### src/rtl/cpu_pkg.sv
// Shared CPU definitions: register word width, snoop FIFO depth and the
// register word type used by the register-snoop logic.
package cpu_pkg;

   localparam int REG_W       = 16;
   localparam int SNOOP_DEPTH = 4;

   typedef logic [REG_W-1:0] reg_word_t;

endpackage : cpu_pkg

### src/rtl/reg_snoop_mem.sv
// DEPTH x DATA_W storage for the register snoop FIFO: one synchronous write
// port, one asynchronous read port, no reset on the array.
module reg_snoop_mem #(
   parameter int DATA_W = 16,
   parameter int DEPTH  = 4,
   parameter int PW     = $clog2(DEPTH)
) (
   input  logic              clk,
   input  logic              wr_en,
   input  logic [PW-1:0]     wr_addr,
   input  logic [DATA_W-1:0] wr_data,
   input  logic [PW-1:0]     rd_addr,
   output logic [DATA_W-1:0] rd_data
);

   logic [DATA_W-1:0] mem_q [DEPTH];

   // write port
   always_ff @(posedge clk) begin
      if (wr_en) begin
         mem_q[wr_addr] <= wr_data;
      end
   end

   assign rd_data = mem_q[rd_addr];

endmodule : reg_snoop_mem

### src/rtl/reg_snoop_fifo.sv
// Captures every register load and replays the words in order over valid/ready.
// Optional sticky drop flag enabled by macro REG_SNOOP_FIFO_OVF_EN.
module reg_snoop_fifo
   import cpu_pkg::*;
#(
   parameter int DATA_W = REG_W,
   parameter int DEPTH  = SNOOP_DEPTH
) (
   input  logic                       clk,
   input  logic                       rst,
   input  logic                       load_in,
   input  logic [DATA_W-1:0]          data_in,
   output logic                       out_valid,
   input  logic                       out_ready,
   output logic [DATA_W-1:0]          out_data,
   output logic [$clog2(DEPTH+1)-1:0] count,
   output logic                       overflow,
   input  logic                       ovf_clr
);

   localparam int PW = $clog2(DEPTH);
   localparam int CW = $clog2(DEPTH+1);

   logic [PW-1:0]     wr_ptr_q, wr_ptr_d;
   logic [PW-1:0]     rd_ptr_q, rd_ptr_d;
   logic [CW-1:0]     count_q, count_d;
   logic              ovf_q, ovf_d;
   logic              push_s, pop_s, drop_s, full_s, empty_s;
   logic [DATA_W-1:0] rd_data_s;

   // handshake decode, pointer/count/overflow next state
   always_comb begin
      full_s   = (count_q == CW'(DEPTH));
      empty_s  = (count_q == {CW{1'b0}});
      pop_s    = out_ready && !empty_s;
      push_s   = load_in && (!full_s || pop_s);
      drop_s   = load_in && full_s && !pop_s;
      wr_ptr_d = wr_ptr_q;
      rd_ptr_d = rd_ptr_q;
      count_d  = count_q + CW'(push_s) - CW'(pop_s);
      ovf_d    = 1'b0;
      if (push_s) begin
         wr_ptr_d = wr_ptr_q + PW'(1);
      end else begin
         wr_ptr_d = wr_ptr_q;
      end
      if (pop_s) begin
         rd_ptr_d = rd_ptr_q + PW'(1);
      end else begin
         rd_ptr_d = rd_ptr_q;
      end
`ifdef REG_SNOOP_FIFO_OVF_EN
      // a drop at the same edge as a clear keeps the flag set
      if (drop_s) begin
         ovf_d = 1'b1;
      end else if (ovf_clr) begin
         ovf_d = 1'b0;
      end else begin
         ovf_d = ovf_q;
      end
`else
      ovf_d = 1'b0;
`endif
   end

`ifndef REG_SNOOP_FIFO_OVF_EN
   logic unused_ovf_clr_s;
   assign unused_ovf_clr_s = ovf_clr;
`endif

   // state register
   always_ff @(posedge clk or posedge rst) begin
      if (rst) begin
         wr_ptr_q <= {PW{1'b0}};
         rd_ptr_q <= {PW{1'b0}};
         count_q  <= {CW{1'b0}};
         ovf_q    <= 1'b0;
      end else begin
         wr_ptr_q <= wr_ptr_d;
         rd_ptr_q <= rd_ptr_d;
         count_q  <= count_d;
         ovf_q    <= ovf_d;
      end
   end

   reg_snoop_mem #(
      .DATA_W (DATA_W),
      .DEPTH  (DEPTH),
      .PW     (PW)
   ) u_mem (
      .clk     (clk),
      .wr_en   (push_s),
      .wr_addr (wr_ptr_q),
      .wr_data (data_in),
      .rd_addr (rd_ptr_q),
      .rd_data (rd_data_s)
   );

   // empty FIFO presents zero, so stale or unwritten storage never leaks out
   assign out_valid = !empty_s;
   assign out_data  = out_valid ? rd_data_s : {DATA_W{1'b0}};
   assign count     = count_q;
   assign overflow  = ovf_q;

endmodule : reg_snoop_fifo

### config.mk
export PLATFORM = sky130hd
export DESIGN_NAME = reg_snoop_fifo
export DESIGN_NICKNAME = d
export VERILOG_FILES = /design/src/rtl/cpu_pkg.sv /design/src/rtl/reg_snoop_mem.sv /design/src/rtl/reg_snoop_fifo.sv
export SDC_FILE = /design/constraint.sdc
export NUM_CORES = 1
export LEC_CHECK = 0
export CORE_AREA = 2 2 58 115
export DETAILED_ROUTE_END_ITERATION = 10
export DIE_AREA = 0 0 60 117
export GPL_TIMING_DRIVEN = 1
export PLACE_DENSITY = 0.78
export SETUP_SLACK_MARGIN = 0.1
export SYNTH_ARGS = -nofsm -noshare
export SYNTH_HDL_FRONTEND = slang
export SYNTH_SLANG_ARGS = --single-unit
export TNS_END_PERCENT = 30
### constraint.sdc
create_clock -name clk -period 3.4 [get_ports clk]
set_input_delay 0.34 -clock clk [delete_from_list [all_inputs] [get_ports clk]]
set_output_delay 0.34 -clock clk [all_outputs]
set_load 0.01 [all_outputs]
# Word level (Yosys, flattened, before mapping)
# Memory sizes are Yosys's and may differ from the RTL's.
# Index checks and enable logic that the tools add are counted.
[totals] reg_bits=7 ram_bits=64 out_inout_bits=21 n_memories=1
[classes] add_sub_neg=4 n_eq_ne=1 muxes=3 n_reduce_logical=6
[mem_list] name="u_mem.mem_q" depth=4 width=16 rd=1 rd_ports_with_merged_regs=0 wr=1 line_no="reg_snoop_mem.sv:16" text="logic [DATA_W-1:0] mem_q [DEPTH];"
[op_table] op="$mux W16" n=1
[op_table] op="$add A2 B1 Y2 const B" n=2
[op_table] op="$add A3 B1 Y3" n=1
[op_table] op="$eq A3 B3 Y1 const B" n=1
[op_table] op="$logic_not A3 Y1" n=1
[op_table] op="$sub A3 B1 Y3" n=1
[op_table] op="$logic_and A1 B1 Y1" n=2
[op_table] op="$logic_not A1 Y1" n=2
[op_table] op="$mux W1" n=2
[op_table] op="$logic_or A1 B1 Y1" n=1

# Logic depth before layout (Yosys ltp)
[depth] word_depth=7 mapped_depth=9

# Modules after synthesis
# Synthesis repeated with hierarchy kept, for this count alone.
[hier_totals] hier_cells=136 hier_area_um2=2854.0
[modules_own_cells] mod="reg_snoop_mem" n_inst=1 cells_per_inst=88 area_each_um2=2377.3
[modules_own_cells] mod="reg_snoop_fifo" n_inst=1 cells_per_inst=48 area_each_um2=476.7

# Least setup slack after synthesis
# Ideal clock, no wire load.
[synth_path] kind="flip-flop to flip-flop" from="register count_q[1] (netlist: count[1])" to="register count_q[2] (netlist: count[2])" setup_ps=123 t_arrival_ps=2218 setup_slack_ps=1060 stages_incl_launch_ff=10 path_buffers=1 cell_sequence="dfrtp_1 -> or3_1 -> clkbuf_1 -> and2_1 -> ha_1 -> inv_1 -> ha_1 -> fa_1 -> xnor2_1 -> xnor2_1"
[synth_between] elab_chain_cells=7 word_cells_on_any_way=9 classes_between="add/sub (2); eq/ne (1); reduce/logical (6)"
[synth_lines] element="start, declared" line_no="reg_snoop_fifo.sv:26" text="logic [CW-1:0] count_q, count_d;"
[synth_lines] element="start signal, assigned" line_no="reg_snoop_fifo.sv:76" text="count_q <= {CW{1'b0}};"
[synth_lines] element="start signal, assigned" line_no="reg_snoop_fifo.sv:81" text="count_q <= count_d;"
[synth_lines] element="$logic_not A3 Y1 *" line_no="reg_snoop_fifo.sv:34" text="empty_s = (count_q == {CW{1'b0}});"
[synth_lines] element="$logic_not A1 Y1 *" line_no="reg_snoop_fifo.sv:35" text="pop_s = out_ready && !empty_s;"
[synth_lines] element="$logic_and A1 B1 Y1 *" line_no="reg_snoop_fifo.sv:35"
[synth_lines] element="via pop_s" line_no="reg_snoop_fifo.sv:28" text="logic push_s, pop_s, drop_s, full_s, empty_s;"
[synth_lines] element="$logic_or A1 B1 Y1" line_no="reg_snoop_fifo.sv:36" text="push_s = load_in && (!full_s || pop_s);"
[synth_lines] element="$logic_and A1 B1 Y1" line_no="reg_snoop_fifo.sv:36"
[synth_lines] element="$add A3 B1 Y3" line_no="reg_snoop_fifo.sv:40" text="count_d = count_q + CW'(push_s) - CW'(pop_s);"
[synth_lines] element="$sub A3 B1 Y3 *" line_no="reg_snoop_fifo.sv:40"
[synth_lines] element="via count_d[2]" line_no="reg_snoop_fifo.sv:26"
# The timed path passes the listed nets; every way through them passes the cells marked *.
# A chain may end at the register's enable or synchronous reset.

# Worst setup path after layout
# Ends and elaborated chain as after synthesis.

==> results.sh <==
export IMPL_slew_viol_final=0
export IMPL_postCtsSetupRepairBufs=0
export IMPL_dpl_cell_area_sq_um=3330
export IMPL_powerDensity_nw_per_um2=906
export IMPL_cts_buffers_inserted=9
export IMPL_grt_max_degree=20
export IMPL_cts_tree="done"
export IMPL_synth_edf_count=64
export IMPL_yosysMostFrequentCell="edfxtp_1"
export IMPL_cp_num_buf_inv=1
export IMPL_cts_resized=0
export IMPL_cap_violations=0
export IMPL_dieArea_sq_um=7020
export IMPL_critPathKind="flip-flop to flip-flop"
export IMPL_stdcell_count=274
export IMPL_async_flop_share=0.0986
export IMPL_yosysWarnings=0
export IMPL_setup_violations=0
export IMPL_p_total_mw=3.28
export IMPL_portBuffers=39
export IMPL_fin_area_sq_um=3620
export IMPL_initial_core_util=0.465
export IMPL_io_pins=42
export IMPL_fin_skew_ns=0.00542
export IMPL_nets=212
export IMPL_ctsHoldBuffers=0
export IMPL_hold_path_class="input pin to asynchronous set/reset pin"
export IMPL_diodes=0
export IMPL_h_tree_depth=3
export IMPL_path_delay_family="simple AND/OR/NAND/NOR gates"
export IMPL_ant_nets=0
export IMPL_max_freq_mhz=377
export IMPL_clock_sinks=71
export IMPL_yosys_most_used_dff="edfxtp_1"
export IMPL_core_sq_um=6210
export IMPL_worst_pin_slew_ns=0.888
export IMPL_period_share=0.780
export IMPL_synth_top_area_share=0.666
export IMPL_synth_top_area_cell="edfxtp_1"
export IMPL_leakagePower_nw=1.27
export IMPL_rsz0062_at_grt="false"
export IMPL_fin_tns_setup_ns=0
export IMPL_pwr_share_comb=0.341
export IMPL_path_cells="or3_1, and2_1, ha_1, inv_1, ha_1, fa_1, xnor2_1, xnor2_1"
export IMPL_p_int_mw=2.38
export IMPL_drt_pass1_iter_count=6
export IMPL_cts_root_buffer="clkbuf_16"
export IMPL_die_h_um=117
export IMPL_drt_total_wl_mm=4.70
export IMPL_post_route_min_period_ns=2.65
export IMPL_seq_area_frac_synth=0.726
export IMPL_synth_nets=168
export IMPL_synth_ff_latch_count=71
export IMPL_cp_start_kind="flip-flop"
export IMPL_status="completed"
export IMPL_floorplan_die_width_um=60
export IMPL_drive_above_1_share=0.122
export IMPL_seq_power_share=0.389
export IMPL_regToRegSetupSlack_ns=0.75
export IMPL_worst_r2r_path_depth=8
export IMPL_route_vias_total=1362
export IMPL_swShare=0.274
export IMPL_synthTopCellsByCount="64 x edfxtp_1, 21 x and2_1, 8 x inv_1, 8 x mux4_1, 8 x mux4_2"
export IMPL_r2r_end="count[2]"
export IMPL_critPathArrivalTime_ns=2.90
export IMPL_grt_antenna_before_repair=0
export IMPL_grt_total_usage=0.149
export IMPL_worst_setup_path_end_kind="flip-flop"
export IMPL_clock_latency_ns=0.32
export IMPL_via_per_inst=4.97
export IMPL_synthCells=140
export IMPL_fin_hold_ws_ns=0.261
export IMPL_cp_slowest_cell="or3_1"
export IMPL_p_clk_frac=0.270
export IMPL_hold_violations=0
export IMPL_grt_overflow=0
export IMPL_path_max_fanout=19
export IMPL_slew_headroom=0.408
export IMPL_drc_errors=0
export IMPL_ir_worst_vdd_mv=0.753
export IMPL_cts_clk_slew_worst_paths_ns=0.06
export IMPL_dp_hpwl_mm=3.03
export IMPL_wl_per_cell_um=17.1
export IMPL_critical_path_required_ns=3.64
export IMPL_drtIter0Drc=36
export IMPL_grt_first_pass_wirelength_mm=7.19
export IMPL_synth_area_sq_um=2890
export IMPL_r2r_start="count[1]"
export IMPL_synth_area_leaders="edfxtp_1 67%, mux4_1 7.3%, mux4_2 6.2%, dfrtp_1 6.1%, and2_1 4.6%"
export IMPL_placedCellCount=259
export IMPL_p_switching_uw=898
export IMPL_core_rowCount=41
export IMPL_area_delta_synth_final_pct=25.5
export IMPL_synth_cell_types=20
export IMPL_max_stage_delay_ns=0.64
export IMPL_gp_congestion=0.696
export IMPL_grt_pass1_vias=1483
export IMPL_avgSynthCellArea_sq_um=20.6
export IMPL_cts_buffer_depth=2
state kept, by name (all words and copies together), names as in the netlist:
| signal | cells |
|---|---|
| count | 3 |
| rd_ptr_q | 2 |
| u_mem.mem_q | 64 |
| wr_ptr_q | 2 |
cell families (layout without fill, tap and decap cells):
kind of cell    count (synthesis)  in the layout  share of synthesized area
mux                            17             17                      0.140
xor+xnor                        5              5                     0.0152
other cells                     1              1                    0.00130
flops                          71             71                      0.726
buf+inv                        15             63                     0.0303
fa+ha+maj                       7              7                     0.0329
simple gates                   23             23                     0.0494
compound gates                  1              1                    0.00390
power groups by stage:
| stage | Combinational [mW] | Clock (mW) | Sequential [mW] |
|---|---|---|---|
| CTS | 1.14 | 0.904 | 1.28 |
| floorplan | 0.713 | 0 | 1.24 |
| global route | 1.21 | 0.937 | 1.30 |
| global placement | 1.11 | 0 | 1.28 |
| detailed placement | 1.14 | 0 | 1.30 |
| finish | 1.12 | 0.886 | 1.28 |
routing by layer:
| layer | global-route usage | wire [um] |
|---|---|---|
| met3 | 0.0473 | 203 |
| met5 | 0 | 0 |
| met1 | 0.168 | 1800 |
| met2 | 0.257 | 2640 |
| met4 | 0.0578 | 48 |
how the worst max path moves through the flow:
stage,startpoint,endpoint,slack [ns],depth (start not counted)
global placement,count[1],count[2],0.77,8
floorplan,count[1],count[2],1.06,9
global route,count[1],count[2],0.61,8
finish,count[1],count[2],0.75,8
CTS,count[1],count[2],0.70,8
detailed placement,count[1],count[2],0.71,8
cells in the final DEF (no fill, tap or decap), drive strengths merged:
cell           instances
and2                  21
buf                    1
bufinv                 1
clkbuf                10
clkdlybuf4s50         39
clkinv                 2
clkinvlp               1
conb                   1
dfrtp                  7
edfxtp                64
fa                     1
ha                     6
inv                    9
mux2                   1
mux4                  16
nand3                  1
o41a                   1
or3                    1
xnor2                  4
xor2                   1
layout make-up:
class                      instances  area (sq um)
clock inverter                     5          58.8
sequential                        71          2100
inverter                           8          30.0
timing repair buffer              40           398
tap                               86           108
fill                             469          2580
multi-input combinational         54           702
clock buffer                      10           229
per-stage QoR:
stage,worst slack (ns),util
after global routing,0.615,0.584
after CTS,0.699,0.584
after global placement,0.766,0.537
after floorplan,1.06,-
after detailed placement,0.705,0.537
final,0.749,0.584
No activity file was read; power rests on OpenSTA's default activity.
